$ cat src/rtl/data_bus_responder.sv
// Word-addressed load/store responder: accepts one request at a time, waits WAIT_STATES
// cycles, then returns a single-cycle registered response with optional error flag.
module data_bus_responder #(
    parameter int unsigned DEPTH       = 64,
    parameter int unsigned WAIT_STATES = 1
) (
    input  logic        clk_i,
    input  logic        rst_ni,
    input  logic        req_valid_i,
    output logic        req_ready_o,
    input  logic        mem_write_i,
    input  logic        mem_read_i,
    input  logic [31:0] address_i,
    input  logic [31:0] write_data_i,
    input  logic [3:0]  byte_en_i,
    output logic        rsp_valid_o,
    output logic [31:0] read_data_o,
    output logic        rsp_err_o
);

    localparam int unsigned IdxW     = $clog2(DEPTH);
    localparam logic [3:0]  WaitLoad = (WAIT_STATES == 0) ? 4'd0 : 4'(WAIT_STATES - 1);

    typedef enum logic [1:0] {
        StIdle,
        StWait,
        StResp
    } state_e;

    state_e      state_q, state_d;
    logic [3:0]  cnt_q, cnt_d;
    logic [31:0] addr_q;
    logic [31:0] wdata_q;
    logic [3:0]  be_q;
    logic        wr_q;
    logic        rd_q;

    logic        rsp_valid_q;
    logic [31:0] read_data_q;
    logic        rsp_err_q;

    logic [31:0] mem_q [DEPTH];

    logic        in_idle;
    logic        cap_en;
    logic        enter_resp;

    // With zero wait states the response is formed on the accept edge itself, so the
    // request fields come straight from the inputs in IDLE and from the capture regs after.
    logic [31:0]     cur_addr;
    logic [31:0]     cur_wdata;
    logic [3:0]      cur_be;
    logic            cur_wr;
    logic            cur_rd;
    logic            cur_oob;
    logic            cur_err;
    logic [IdxW-1:0] cur_idx;

    assign in_idle     = (state_q == StIdle);
    assign req_ready_o = in_idle && rst_ni;

    assign cur_addr  = in_idle ? address_i    : addr_q;
    assign cur_wdata = in_idle ? write_data_i : wdata_q;
    assign cur_be    = in_idle ? byte_en_i    : be_q;
    assign cur_wr    = in_idle ? mem_write_i  : wr_q;
    assign cur_rd    = in_idle ? mem_read_i   : rd_q;

    assign cur_idx = cur_addr[IdxW+1:2];
    assign cur_oob = (cur_addr[31:IdxW+2] != '0);
    assign cur_err = (cur_addr[1:0] != 2'b00) || cur_oob || (cur_wr == cur_rd);

    always_comb begin
        state_d    = state_q;
        cnt_d      = cnt_q;
        cap_en     = 1'b0;
        enter_resp = 1'b0;
        unique case (state_q)
            StIdle: begin
                if (req_valid_i && req_ready_o) begin
                    cap_en = 1'b1;
                    if (WAIT_STATES == 0) begin
                        state_d    = StResp;
                        enter_resp = 1'b1;
                    end else begin
                        state_d = StWait;
                        cnt_d   = WaitLoad;
                    end
                end
            end
            StWait: begin
                if (cnt_q == 4'd0) begin
                    state_d    = StResp;
                    enter_resp = 1'b1;
                end else begin
                    cnt_d = cnt_q - 4'd1;
                end
            end
            StResp: begin
                state_d = StIdle;
            end
            default: begin
                state_d = StIdle;
            end
        endcase
    end

    always_ff @(posedge clk_i or negedge rst_ni) begin
        if (!rst_ni) begin
            state_q     <= StIdle;
            cnt_q       <= 4'd0;
            addr_q      <= '0;
            wdata_q     <= '0;
            be_q        <= '0;
            wr_q        <= 1'b0;
            rd_q        <= 1'b0;
            rsp_valid_q <= 1'b0;
            read_data_q <= '0;
            rsp_err_q   <= 1'b0;
        end else begin
            state_q <= state_d;
            cnt_q   <= cnt_d;
            if (cap_en) begin
                addr_q  <= address_i;
                wdata_q <= write_data_i;
                be_q    <= byte_en_i;
                wr_q    <= mem_write_i;
                rd_q    <= mem_read_i;
            end
            if (enter_resp) begin
                rsp_valid_q <= 1'b1;
                rsp_err_q   <= cur_err;
                read_data_q <= (cur_rd && !cur_err) ? mem_q[cur_idx] : '0;
            end else begin
                rsp_valid_q <= 1'b0;
                rsp_err_q   <= 1'b0;
                read_data_q <= '0;
            end
        end
    end

    // Storage is not reset; the rst_ni term stops a commit on an edge where reset is held.
    always_ff @(posedge clk_i) begin
        if (rst_ni && enter_resp && cur_wr && !cur_err) begin
            for (int i = 0; i < 4; i++) begin
                if (cur_be[i]) begin
                    mem_q[cur_idx][8*i +: 8] <= cur_wdata[8*i +: 8];
                end
            end
        end
    end

    assign rsp_valid_o = rsp_valid_q;
    assign read_data_o = read_data_q;
    assign rsp_err_o   = rsp_err_q;

endmodule

$ cat config.mk
export PLATFORM = sky130hd
export DESIGN_NAME = data_bus_responder
export DESIGN_NICKNAME = d
export VERILOG_FILES = /design/src/rtl/data_bus_responder.sv
export SDC_FILE = /design/constraint.sdc
export NUM_CORES = 2
export LEC_CHECK = 0
export ABC_AREA = 1
export CELL_PAD_IN_SITES_DETAIL_PLACEMENT = 1
export CELL_PAD_IN_SITES_GLOBAL_PLACEMENT = 2
export CORE_ASPECT_RATIO = 1.1
export CORE_UTILIZATION = 47
export CTS_BUF_LIST = sky130_fd_sc_hd__clkbuf_4 sky130_fd_sc_hd__clkbuf_8
export CTS_CLUSTER_SIZE = 10
export DETAILED_ROUTE_END_ITERATION = 8
export PLACE_DENSITY = 0.95
export SLEW_MARGIN = 20
export SYNTH_ARGS = -nofsm -noshare
export SYNTH_HDL_FRONTEND = slang
export SYNTH_SLANG_ARGS = --single-unit
$ cat constraint.sdc
create_clock -name clk_i -period 10.8 [get_ports clk_i]
set_input_delay 1.62 -clock clk_i [delete_from_list [all_inputs] [get_ports clk_i]]
set_output_delay 1.62 -clock clk_i [all_outputs]
set_load 0.02 [all_outputs]
# [Word level (Yosys, flattened, before mapping)]
# Memories as Yosys holds them, arrays and structs flattened.
# Index checks and enable logic that the tools add are counted.
[totals] ff_bits=110 in_bits=73 n_memories=1 out_inout_bits=35 word_cells=64 ram_bits=2048
[mem_list] name="mem_q" words=64 width=32 read_ports=1 rd_ports_with_merged_regs=0 wr=1 line="42" source="logic [31:0] mem_q [DEPTH];"
[classes] muxes=31 addsub=1 eq_ne=5 reduce_logical=16
[ops] cell="$mux 32" count=4
[ops] cell="$reduce_bool 24->1" count=1
[ops] cell="$mux 1" count=20
[ops] cell="$mux 4" count=3
[ops] cell="$pmux 4 s2" count=1
[ops] cell="$logic_and 1x1->1" count=6
[ops] cell="$logic_not 4->1" count=1
[ops] cell="$mux 2" count=2
[ops] cell="$ne 2x2->1 const B" count=2
[ops] cell="$pmux 2 s2" count=1
[ops] cell="$reduce_bool 2->1" count=2
[ops] cell="$sub 4x1->4 const B" count=1
[ops] cell="$reduce_and 3->1" count=1
[ops] cell="$eq 2x1->1 const B" count=1
[ops] cell="$logic_not 2->1" count=1
[ops] cell="$logic_or 1x1->1" count=2
[ops] cell="$ne 2x1->1 const B" count=1
[ops] cell="$reduce_and 2->1" count=1
[ops] cell="$eq 1x1->1" count=1
[ops] cell="$logic_not 1->1" count=1

# [Longest topological paths before layout]
[logic_depth] word_depth=9 depth_mapped=17 mapped_depth_nobuf=15

# [Worst setup path after synthesis]
# OpenSTA, ideal clock, no wires.
[synth_timing] path_type="input -> register" startpoint="in write_data_i[0]" endpoint="mem mem_q[0][0], data pin" arrival_ns=4.188 path_buffers=0 path_slack_ns=5.910 t_required_ns=10.098 setup_time_ns=0.702 cell_stages=2 cell_sequence="inv_1 > o21ai_0"
[synth_via] elab_chain_len=1
[synth_rtl] item="from (decl)" line="14" source="input logic [31:0] write_data_i,"
[synth_rtl] item="$mux 32" line="63" source="assign cur_wdata = in_idle ? write_data_i : wdata_q;"
[synth_rtl] item="via cur_wdata[0]" line="51" source="logic [31:0] cur_wdata;"
[synth_rtl] item="to (decl)" line="42"
# The timed path passes the listed nets, and every way through them passes these cells.

# [Final worst setup path]
[layout_timing] startpoint="reg state_q[1]" endpoint="reg read_data_q[12], in the netlist read_data_o[12]"
[layout_via] elab_chain_len=9 word_cells_on_any_way=16 classes_between="2 x eq/ne; 6 x mux; 7 x reduce/logical; 1 x memory"
[layout_rtl] item="from (decl)" line="30" source="state_e state_q, state_d;"
[layout_rtl] item="from (signal assigned)" line="109" source="state_q <= StIdle;"
[layout_rtl] item="from (signal assigned)" line="120" source="state_q <= state_d;"
[layout_rtl] item="parallel branches: the longest is 8 deep, another holds $mem_v2 64x32"
[layout_rtl] item="$mux 32 (*)" line="129" source="if (enter_resp) begin"
[layout_rtl] item="to (signal assigned)" line="132" source="read_data_q <= (cur_rd && !cur_err) ? mem_q[cur_idx] : '0;"
[layout_rtl] item="to (decl)" line="39" source="logic [31:0] read_data_q;"
# Mark *: on every way between the ends.
# A chain may end at the register's enable or synchronous reset.

==> metrics <==
Post-CTS Resized=0; clk buf depth=4; CP Capture Type=flop; critical path's slowest cell=buf_4; htree depth=5; Slew Viols, Final=0; Crit Path Max Fanout=87; CTS tree=done; Worst Max-Slew Pin Slew=1.383 ns; largest delay contributor family on the critical path=simple AND/OR/NAND/NOR gates; net count after synthesis=8548; GRT Overall Usage=30.97%; cell area power density=293.5 nW/um2; first-pass GRT wire length=around 440000 um; Avg Inst Size Synth=10.69 um2; initial DRC count=~6600; Seq cells post-synth=2158; asr flop ratio synth=about 5.1%; total number of vias=64700; Post-synth EDFFs=2048; final setup vio count=0; # nets final=around 8600; post-cts hold buffer count=0; FP Rows=168; Max-cap violations=0; sequential share of the synthesized area=about 71%; initial core utilization=a little under half; Post-CTS Setup Inserts=0; vias in the first global route=between 60000 and 70000; Routed WL per cell=26.52 um; Core ar.=191100 um2; Final TNS setup=0 ns; Final Critical Period=5.526 ns; gpl congestion=0.8617; PortBufs=107; Syn Inst Count=8474; Worst Path Buf+Inv=3; Layout area overhead=11.39%; status=complete, no violations; fillers=20420; Worst slew margin=roughly 7.6%; Ports=approximately 110; RSZ-0062 raised after global routing=no; Required @ worst endpoint=11.77 ns; detailed placement HPWL=about 180000 um; Hold Crit Depth=2; CP max stage delay=around 0.86 ns; peak supply drop=348.7 uV; Netlist cell types=29; Die ar.=194500 um2; critical path, cell by cell=inv_1, nand2_4, nand2_4, nand2_8, buf_4, buf_4, nand2_1, nand3_1, nand2_1, o21ai_0, nand2_1, nor2_1, nand2_1, nor2_1; Finished Layout Cells=11380; Max Clock Skew=0.07975 ns; synthesized area=90580 um2; largest net degree at the start of global routing=192; initial antenna violation count=14; Clock transition at path regs=0.06 ns; Pleak=39.05 nW; drt drc=0; ys flop type=edfxtp_1; global route total overflow=0; Pre-antenna DRT Iters=7; reg2reg path depth=14; Chip Width=between 400 and 500 um; Worst EP arrival=6.50 ns; Crit. path cell count=14; yosys warns=0; post-route ant nets=0; DR vias/cell=5.685; Detailed Route WL=301900 um; Max Freq=181.0 MHz; Critical Path Source Type=flop; CTS Sinks=around 2200; root buffer cell=clkbuf_8; final hold violation count=0; Die H=462.4 um; worst-skew pair later-pin latency=~1.1 ns; Crit path top cell by count=nand2_1; Inserted Clock Buffers=350; Placed Cells=about 11000; crit path kind=reg2reg; crit share post-route=51.17%; layout cells sized above 1=8.324%; Hold WC Path Type=reg2reg
## synthesized netlist by cell type (all sizes together) (18+ instances only)
library cell,count,area (um2)
inv,524,1967
buf,314,1698
dfrtp,110,2753
nand4,57,356.6
nand2,3142,11800
nand3,655,3278
nor2,912,3458
edfxtp,2048,61500
o21ai,378,1896
a21oi,18,90.09
nand3b,137,1028
clkbuf,159,596.8
## through the flow
step	area (um2)	hold slack [ns]	setup slack (ns)	power (mW)	utilization, %
6_report	100900	0.4814	5.274	29.61	52.81
5_1_grt	100900	0.5117	5.033	30.77	52.79
4_1_cts	100800	0.4875	5.388	29.46	52.77
3_5_place_dp	93970	0.4734	4.515	22.35	49.18
3_3_place_gp	93970	0.4612	4.621	21.86	49.18
2_1_floorplan	90580	0.4479	5.910	17.81	-
## cell type report
class / instances / area (um2) / area share (%)
Tap cell: 2550 / 3191 / 3.162
Inverter: 524 / 1967 / 1.949
Sequential cell: 2158 / 64250 / 63.68
Antenna cell: 14 / 35.03 / 0.03472
Multi-Input combinational cell: 5319 / 22630 / 22.43
Clock inverter: 115 / 764.5 / 0.7576
Clock buffer: 498 / 6097 / 6.042
Timing Repair Buffer: 204 / 1971 / 1.953
## worst register-to-register path, cell delays in order (launching register included)
cell and delay [ns]:
dfrtp_1 0.48, inv_1 0.11, nand2_4 0.68, nand2_4 0.55
nand2_8 0.58, buf_4 0.91, buf_4 0.72, nand2_1 0.13
nand3_1 0.13, nand2_1 0.06, o21ai_0 0.46, nand2_1 0.22
nor2_1 0.25, nand2_1 0.08, nor2_1 0.11
## registers in the layout (all words and copies together) (netlist names)
signal,cells
mem_q,2048
addr_q,32
read_data_o,32
wdata_q,32
be_q,4
cnt_q,4
state_q,2
rd_q,1
rsp_err_o,1
rsp_valid_o,1
wr_q,1
## cells by family after synthesis
logic type	Yosys count	share of synthesized area, %
compound gates	398	2.209
flops	2158	70.93
fa+ha+maj	1	0.01381
mux	6	0.07458
buf+inv	997	4.705
simple gates	4914	22.07
## worst paths after layout
check | startpoint | end | slack, ns
hold / removal | addr_q[24] | addr_q[24] | 0.48
setup / recovery | state_q[1] | read_data_o[12] | 5.27
setup reg to reg | state_q[1] | read_data_o[12] | 5.27
min in group asynchronous | rst_ni | addr_q[17] | 0.73
max in group asynchronous | rst_ni | read_data_o[25] | 8.69
hold reg to reg | addr_q[24] | addr_q[24] | 0.48
## power breakdown
| part | switching, mW | internal, mW | total [mW] |
|---|---|---|---|
| Combinational | 9.26 | 2.40 | 11.7 |
| Sequential | 0.0881 | 10.7 | 10.8 |
| Clock | 3.29 | 3.86 | 7.15 |
| Total | 12.6 | 17.0 | 29.6 |
## cell usage in the layout (no fill, tap or decap), types with 2 or more instances in the layout
cell type,Yosys,routed
clkinv_1,0,62
dfrtp_1,110,110
diode_2,0,14
clkdlybuf4s50_1,0,106
nor4_1,2,2
nand3b_1,137,137
nand2_4,0,8
buf_4,16,84
nor2_1,900,887
nand2_8,0,3
clkbuf_8,0,377
nor2_4,1,11
mux2_2,6,6
nand4_1,57,57
nor3_1,4,3
o21ai_4,0,33
buf_12,0,12
nor2_2,11,14
o21ai_1,51,50
inv_1,521,520
nand2_1,3138,3131
bufinv_16,0,10
clkbuf_4,0,121
a21oi_1,18,18
edfxtp_1,2048,2048
nand3_1,655,655
inv_2,3,4
clkinvlp_4,0,5
or2_2,0,4
o21ai_0,326,294
clkinv_2,0,37
## metal layers
metal / vias to the layer above / track usage (%) / part of all wire, % / routed length, um
met5: - / 0.3240 / 0.0036 / 11
met1: 32520 / 37.68 / 37 / 111500
li1: 28320 / - / - / -
met4: 2 / 19.85 / 6.8 / 20420
met2: 3014 / 49.97 / 48 / 144500
met3: 841 / 6.550 / 8.4 / 25410
Power figures use the tool's default switching activity.
